[src/rtl/mipi_lane_deskew.sv]
// Multi-lane start-of-burst deskew for the DSI receive path.
// Measures per-lane arrival offsets, then taps each lane's delay line so all enabled lanes leave aligned.
//
//   state    | meaning
//   ---------+-----------------------------------------------------------
//   S_IDLE   | track lane_en, wait for the first enabled lane to go valid
//   S_WAIT   | collect arrivals of the remaining enabled lanes
//   S_LOCKED | stream tapped, aligned bytes while every tapped valid is high
//   S_DRAIN  | wait for all enabled raw validin to fall before re-arming
module mipi_lane_deskew #(
    parameter int LANES    = 4,
    parameter int MAX_SKEW = 3,
    localparam int CW      = $clog2(MAX_SKEW + 2)
) (
    input  logic               clk,
    input  logic               rst,
    input  logic [LANES-1:0]   lane_en,
    input  logic [8*LANES-1:0] din,
    input  logic [LANES-1:0]   validin,
    output logic [8*LANES-1:0] dout,
    output logic               validout,
    output logic               error,
    output logic [CW-1:0]      skew
);

    typedef enum logic [1:0] {
        S_IDLE,
        S_WAIT,
        S_LOCKED,
        S_DRAIN
    } state_t;

    state_t state;

    logic [LANES-1:0] en_q;
    logic [LANES-1:0] arrived;
    logic [CW-1:0]    arr [LANES];
    logic [CW-1:0]    dly [LANES];
    logic [CW-1:0]    cnt;
    logic             armed;

    logic [7:0] sr_d [LANES][MAX_SKEW+1];
    logic       sr_v [LANES][MAX_SKEW+1];

    logic [LANES-1:0]   en_cur;
    logic [LANES-1:0]   vin_en;
    logic [LANES-1:0]   arr_now;
    logic               all_arr;
    logic [LANES-1:0]   tap_v;
    logic               tap_and;
    logic [8*LANES-1:0] tap_word;

    // In IDLE the live mask decides what counts as a start; afterwards the latched mask rules.
    always_comb begin
        en_cur   = (state == S_IDLE) ? lane_en : en_q;
        vin_en   = validin & en_cur;
        arr_now  = arrived | vin_en;
        all_arr  = &(arr_now | ~en_cur);
        tap_v    = '0;
        tap_word = '0;
        for (int i = 0; i < LANES; i++) begin
            for (int k = 0; k <= MAX_SKEW; k++) begin
                if (dly[i] == CW'(k)) begin
                    tap_v[i] = sr_v[i][k];
                    if (en_q[i])
                        tap_word[8*i +: 8] = sr_d[i][k];
                end
            end
        end
        tap_and = &(tap_v | ~en_q);
    end

    always_ff @(posedge clk) begin
        if (!rst) begin
            state    <= S_IDLE;
            en_q     <= '0;
            arrived  <= '0;
            cnt      <= '0;
            armed    <= 1'b0;
            dout     <= '0;
            validout <= 1'b0;
            error    <= 1'b0;
            skew     <= '0;
            for (int i = 0; i < LANES; i++) begin
                arr[i] <= '0;
                dly[i] <= '0;
                for (int k = 0; k <= MAX_SKEW; k++) begin
                    sr_d[i][k] <= '0;
                    sr_v[i][k] <= 1'b0;
                end
            end
        end else begin
            for (int i = 0; i < LANES; i++) begin
                sr_d[i][0] <= din[8*i +: 8];
                sr_v[i][0] <= validin[i];
                for (int k = 1; k <= MAX_SKEW; k++) begin
                    sr_d[i][k] <= sr_d[i][k-1];
                    sr_v[i][k] <= sr_v[i][k-1];
                end
            end

            validout <= 1'b0;
            error    <= 1'b0;

            case (state)
                S_IDLE: begin
                    en_q <= lane_en;
                    // armed blocks lanes that were already mid-burst (e.g. after reset) from locking
                    if (vin_en == '0) begin
                        armed <= 1'b1;
                    end else if (armed) begin
                        armed   <= 1'b0;
                        arrived <= vin_en;
                        for (int i = 0; i < LANES; i++)
                            arr[i] <= '0;
                        if (all_arr) begin
                            state <= S_LOCKED;
                            skew  <= '0;
                            for (int i = 0; i < LANES; i++)
                                dly[i] <= '0;
                        end else begin
                            state <= S_WAIT;
                            cnt   <= CW'(1);
                        end
                    end
                end

                S_WAIT: begin
                    arrived <= arr_now;
                    for (int i = 0; i < LANES; i++)
                        if (vin_en[i] && !arrived[i])
                            arr[i] <= cnt;
                    if (all_arr) begin
                        state <= S_LOCKED;
                        skew  <= cnt;
                        for (int i = 0; i < LANES; i++)
                            dly[i] <= arrived[i] ? cnt - arr[i] : '0;
                    end else if (cnt >= CW'(MAX_SKEW)) begin
                        error <= 1'b1;
                        state <= S_DRAIN;
                    end else if (cnt < CW'(MAX_SKEW + 1)) begin
                        cnt <= cnt + CW'(1);
                    end
                end

                S_LOCKED: begin
                    if (tap_and) begin
                        validout <= 1'b1;
                        dout     <= tap_word;
                    end else begin
                        dout  <= '0;
                        state <= S_DRAIN;
                    end
                end

                S_DRAIN: begin
                    if (vin_en == '0) begin
                        state   <= S_IDLE;
                        arrived <= '0;
                        cnt     <= '0;
                        armed   <= 1'b1;
                    end
                end

                default: state <= S_IDLE;
            endcase
        end
    end

endmodule

[config.mk]
export PLATFORM = sky130hd
export DESIGN_NAME = mipi_lane_deskew
export DESIGN_NICKNAME = d
export VERILOG_FILES = /design/src/rtl/mipi_lane_deskew.sv
export SDC_FILE = /design/constraint.sdc
export NUM_CORES = 1
export LEC_CHECK = 0
export ABC_AREA = 1
export BUFFER_PORTS_ARGS = -buffer_cell sky130_fd_sc_hd__buf_4
export CORE_UTILIZATION = 64
export DETAILED_ROUTE_END_ITERATION = 7
export HOLD_SLACK_MARGIN = 0.1
export PLACE_DENSITY = 0.93
export SLEW_MARGIN = 10
export SYNTH_ARGS = -nofsm -noshare
export SYNTH_HDL_FRONTEND = slang
export SYNTH_SLANG_ARGS = --single-unit
[constraint.sdc]
create_clock -name clk -period 5.9 [get_ports clk]
set_input_delay 0.885 -clock clk [delete_from_list [all_inputs] [get_ports clk]]
set_output_delay 0.885 -clock clk [all_outputs]
set_load 0.005 [all_outputs]
=== Yosys cells after proc, flatten, opt, wreduce, memory -nomap -nowiden ===
Memory sizes are Yosys's and may differ from the RTL's.
Cells that the tools add are included.

* Flip-flop bits (word level): 51
* RAM bits: 168
* Output and inout bits: 37
* Logic and storage cells: 292
* Memories: 4

{| class="wikitable"
|+ Memories
! name !! words !! width !! read ports !! clocked after memory_dff !! write ports !! RTL line !! text
|-
| sr_d || 4 || 32 || 4 || 0 || 4 || 42 || <nowiki>logic [7:0] sr_d [LANES][MAX_SKEW+1];</nowiki>
|-
| sr_v || 4 || 4 || 4 || 0 || 4 || 43 || <nowiki>logic sr_v [LANES][MAX_SKEW+1];</nowiki>
|-
| arr || 4 || 3 || 4 || 0 || 4 || 37 || <nowiki>logic [CW-1:0] arr [LANES];</nowiki>
|-
| dly || 4 || 3 || 4 || 0 || 4 || 38 || <nowiki>logic [CW-1:0] dly [LANES];</nowiki>
|}

* Add/sub/neg operators: 5
* Order comparisons: 2
* Eq/ne operators: 26
* Multiplexer cells: 164
* Bitwise logic cells: 56
* Reduce and logical (&&, ||, !) cells: 26

{| class="wikitable"
|+ Operator list
! cell !! count
|-
| $mux W8 || 48
|-
| $mux W3 || 31
|-
| $mux W1 || 68
|-
| $or A1 B1 Y1 || 48
|-
| $mux W32 || 1
|-
| $eq A3 B2 Y1 const B || 8
|-
| $ne A2 B2 Y1 const B || 10
|-
| $mux W4 || 4
|-
| $mux W2 || 7
|-
| $eq A3 B1 Y1 const B || 4
|-
| $logic_not A3 Y1 || 4
|-
| $or A4 B4 Y4 || 3
|-
| $pmux W4 S3 || 1
|-
| $reduce_and A4 Y1 || 3
|-
| $sub A3 B3 Y3 || 4
|-
| $reduce_and A5 Y1 || 2
|-
| $pmux W3 S3 || 1
|-
| $not A4 Y4 || 2
|-
| $pmux W2 S4 || 1
|-
| $reduce_and A8 Y1 || 1
|-
| $pmux W3 S2 || 1
|-
| $and A4 B4 Y4 || 1
|-
| $eq A2 B2 Y1 const B || 2
|-
| $logic_and A1 B1 Y1 || 4
|-
| 14 further kinds || 20
|}

=== Logic depth before layout (Yosys ltp) ===
* Depth after elaboration: 14
* Gate-level depth with buffers: 14

=== Worst setup path after synthesis ===
OpenSTA, ideal clock, no wires.

* Path kind: input-to-reg
* Start: in rst
* End: mem dly[0][0] (netlist name) (enable)
* Library setup time: 0.308 ns
* Arrival time: 1.922 ns
* Path slack: 3.670 ns
* Stages: 4
* Path through: clkbuf_1 -> clkbuf_1 -> clkbuf_1 -> nand3_1

{| class="wikitable"
|+ RTL lines
! what !! RTL line !! text
|-
| from (decl) || 16 || <nowiki>input logic rst,</nowiki>
|-
| to (decl) || 38 ||
|}

=== Worst setup path in the final report ===
* Start: reg state[0]
* End: reg arrived[2]

* Longest elaborated chain between the ends: 6
* Elaborated cells on any way between the ends: 15
* Classes of those cells: eq/ne: 5; mux: 4; bitwise: 2; reduce/logical: 4

{| class="wikitable"
|+ Ends and longest elaborated chain
! what !! RTL line !! text
|-
| from (decl) || 33 || <nowiki>state_t state;</nowiki>
|-
| from (signal assigned) || 75 || <nowiki>state <= S_IDLE;</nowiki>
|-
| from (signal assigned) || 117 || <nowiki>state <= S_LOCKED;</nowiki>
|-
| from (signal assigned) || 122 || <nowiki>state <= S_WAIT;</nowiki>
|-
| $logic_not A2 Y1 || 55, 105 ||
|-
| $mux W4 || -- ||
|-
| $and A4 B4 Y4 || 56 || <nowiki>vin_en = validin & en_cur;</nowiki>
|-
| $logic_not A4 Y1 or $mux W4 (tied branches) || 109, 157, 111 ||
|-
| $ne A2 B2 Y1 (no source line) or $mux W4 (tied branches) || -- ||
|-
| $reduce_and A4 Y1 (no source line) or $pmux W4 S3 (tied branches) || -- ||
|-
| to (signal assigned) || 113 || <nowiki>arrived <= vin_en;</nowiki>
|-
| to (signal assigned) || 129 || <nowiki>arrived <= arr_now;</nowiki>
|-
| to (decl) || 36 || <nowiki>logic [LANES-1:0] arrived;</nowiki>
|}

Parallel ways exist; a longest one is shown, timed or not. The select of a mux whose other input is x is not followed.
A chain may end at the register's enable or synchronous reset.

==> results.sh <==
export IMPL_grt_pass1_vias=7368
export IMPL_gp_congestion=0.8990
export IMPL_min_path_type="register to register"
export IMPL_ctsHoldBuffers=0
export IMPL_synthTopCellsByArea="dfxtp_1 (46%), nand2_1 (11%), inv_1 (8.8%)"
export IMPL_tightest_slew_ns=1.077
export IMPL_p_int_mw=2.721
export IMPL_p_leak_nw=5.373
export IMPL_netlist_instances=1123
export IMPL_ff2ff_setup_slack_ns=3.05
export IMPL_ctsLongestPathBuffers=3
export IMPL_combPwrFrac=0.213
export IMPL_grt_antenna_before_repair=0
export IMPL_wl_per_cell_um=15.21
export IMPL_htree_levels=1
export IMPL_cts_resized=0
export IMPL_fin_skew_ns=0.01545
export IMPL_yosysWarningCount=0
export IMPL_clkTransAtPathRegs_ns=0.06
export IMPL_irDropWorstVdd_mv=0.2633
export IMPL_fp_dieArea_um2=14260
export IMPL_criticalPathCategory="register to register"
export IMPL_num_vias=7478
export IMPL_antenna_left=0
export IMPL_nNetsFinal=1241
export IMPL_p_switching_mw=1.267
export IMPL_fin_crit_ns=2.847
export IMPL_utilization=0.7615
export IMPL_fillers=886
export IMPL_cp_required_ns=6.29
export IMPL_seq_area_frac_synth=0.5174
export IMPL_dr_pass1_iters=6
export IMPL_syn_avg_cell_area_um2=7.855
export IMPL_grt_overflow_total=0
export IMPL_outcome="complete, no violations"
export IMPL_initial_core_util=0.6609
export IMPL_ios=79
export IMPL_yosys_area_top_type="dfxtp_1"
export IMPL_grtUsageTotal=0.2978
export IMPL_grt_max_degree=140
export IMPL_drcViolationCount=0
export IMPL_synth_area_um2=8821
export IMPL_finalPower_mw=3.988
export IMPL_cts_made_buffers=22
export IMPL_layout_commonest_cell="nand2_1"
export IMPL_dp_hpwl_um=12220
export IMPL_timing_hold_ws_ns=0.4234
export IMPL_stdcell_count=1374
export IMPL_slew_headroom=0.2814
export IMPL_cts_tree="yes"
export IMPL_setup_violations=0
export IMPL_die_w_um=119.4
export IMPL_cp_max_fo=11
export IMPL_drive_above_1_share=0.1361
export IMPL_core_um2=13350
export IMPL_wl_um=20900
export IMPL_fin_crit_sh=0.4826
export IMPL_synth_top_area_frac=0.4562
export IMPL_portBuffers=78
export IMPL_seqPwrFrac=0.434
export IMPL_swShare=0.3176
export IMPL_hold_viol=0
export IMPL_start_kind="register"
export IMPL_end_kind="register"
export IMPL_via_per_inst=5.443
export IMPL_dp_cells=1336
export IMPL_setup_tns_ns=0
export IMPL_syn_num_nets=1180
export IMPL_ys_ff_latch=219
export IMPL_most_common_layout_cells="nand2_1 (250), inv_1 (207), dfxtp_1 (201)"
export IMPL_area_delta_synth_final_pct=15.23
export IMPL_clock_latency_ns=0.50
export IMPL_maxCapViolCount=0
export IMPL_dieHeight_um=119.4
export IMPL_rsz0062_at_grt="false"
export IMPL_final_max_slew_viol_count=0
export IMPL_cts_sinks=219
export IMPL_pwr_share_clk=0.353
export IMPL_cts_setup_buffers=0
export IMPL_root_buffer="clkbuf_16"
export IMPL_antenna_cells=0
export IMPL_drt_initial_drc_count=757
export IMPL_fmax_mhz=351.2
export IMPL_crit_arrival_ns=3.24
export IMPL_powerDensity_nw_per_um2=392.3
export IMPL_grt_pass1_wl_um=34230
export IMPL_yosysUniqueCellTypes=33
export IMPL_rows=42
[synth_stat cells]
master	n
clkbuf_1	18
nor3_4	2
o21ai_2	29
nand4_4	1
nand3b_1	3
nor2_1	70
edfxtp_1	18
nand2_2	3
o21ai_1	2
a21oi_1	65
o22ai_1	16
buf_6	3
ha_1	11
or2_2	7
nor4_1	1
o21ai_0	48
buf_4	3
nor2_4	4
fa_1	4
inv_2	2
o2111ai_1	3
nand4_1	6
nand3_1	101
buf_1	5
buf_2	13
inv_1	207
nor2_2	2
mux2_2	1
clkinv_1	2
xnor2_1	4
dfxtp_1	201
nand2_1	250
nor3_1	18
[metal layers]
layer / share of wire / vias to the layer above / global-route usage
met1: 0.40 / 3437 / 0.3505
met4: 0.049 / 0 / 0.1570
met5: 0 / - / 0
li1: - / 3630 / -
met2: 0.49 / 318 / 0.5240
met3: 0.060 / 93 / 0.04406
[worst paths after layout]
check / startpoint / end / depth (start not counted)
min reg2reg: sr_d[1][15]$_SDFF_PN0_ / sr_d[1][7]$_SDFF_PN0_ / 2
max: state[0]$_SDFFE_PN0P_ / arrived[2]$_SDFFE_PN0P_ / 13
min: sr_d[1][15]$_SDFF_PN0_ / sr_d[1][7]$_SDFF_PN0_ / 2
max reg2reg: state[0]$_SDFFE_PN0P_ / arrived[2]$_SDFFE_PN0P_ / 13
[stage by stage]
step	setup WS (ns)	cell area (um2)
after floorplan	3.670	8821
after global placement	3.099	9430
after detailed placement	3.019	9430
after CTS	3.138	10160
after global routing	2.754	10160
final	3.053	10160
[cell families after synthesis]
group	Yosys count	synth area share
buffers and inverters	253	0.1133
and+or+nand+nor	468	0.2309
adders and majority gates	15	0.02468
xor gates and xnor gates	4	0.003971
DFF	219	0.5174
AOI/OAI and AO/OA	163	0.1084
muxes	1	0.001277
[flip-flops by register name, summed over array words and instances (netlist names), 4 cells and up]
register and flops:
dout 32, arrived 4, en_q 4, arr 12, sr_v 16, dly 12, sr_d 128
[worst max-delay path, cell delays in order (launching register included)]
cell and delay [ns]:
dfxtp_1 0.33, inv_1 0.15, ha_1 0.38, inv_1 0.23
nand2_1 0.16, nand3_1 0.13, nand2_1 0.13, nor2_1 0.07
nand2_1 0.08, nand3_1 0.11, nor2_1 0.55, inv_1 0.20
a21oi_1 0.18, nor2_1 0.05
[layout make-up]
| class | instances | area [um2] | area share |
|---|---|---|---|
| flip-flops and latches | 219 | 4564 | 0.4490 |
| multi-input cells | 651 | 3257 | 0.3204 |
| inverters | 211 | 792.0 | 0.07792 |
| clock buffers | 32 | 649.4 | 0.06389 |
| repair buffers | 79 | 596.8 | 0.05872 |
| well taps | 176 | 220.2 | 0.02166 |
| clock inverters | 6 | 85.08 | 0.008370 |
[power groups by stage]
stage          logic [mW]  clock network [mW]  registers [mW]
2_1_floorplan       0.650                   0            1.70
3_3_place_gp        0.771                   0            1.75
3_5_place_dp        0.800                   0            1.75
4_1_cts             0.833                1.41            1.73
5_1_grt             0.937                1.47            1.74
6_report            0.849                1.41            1.73
Note: power is estimated with default switching activity, not from simulation.
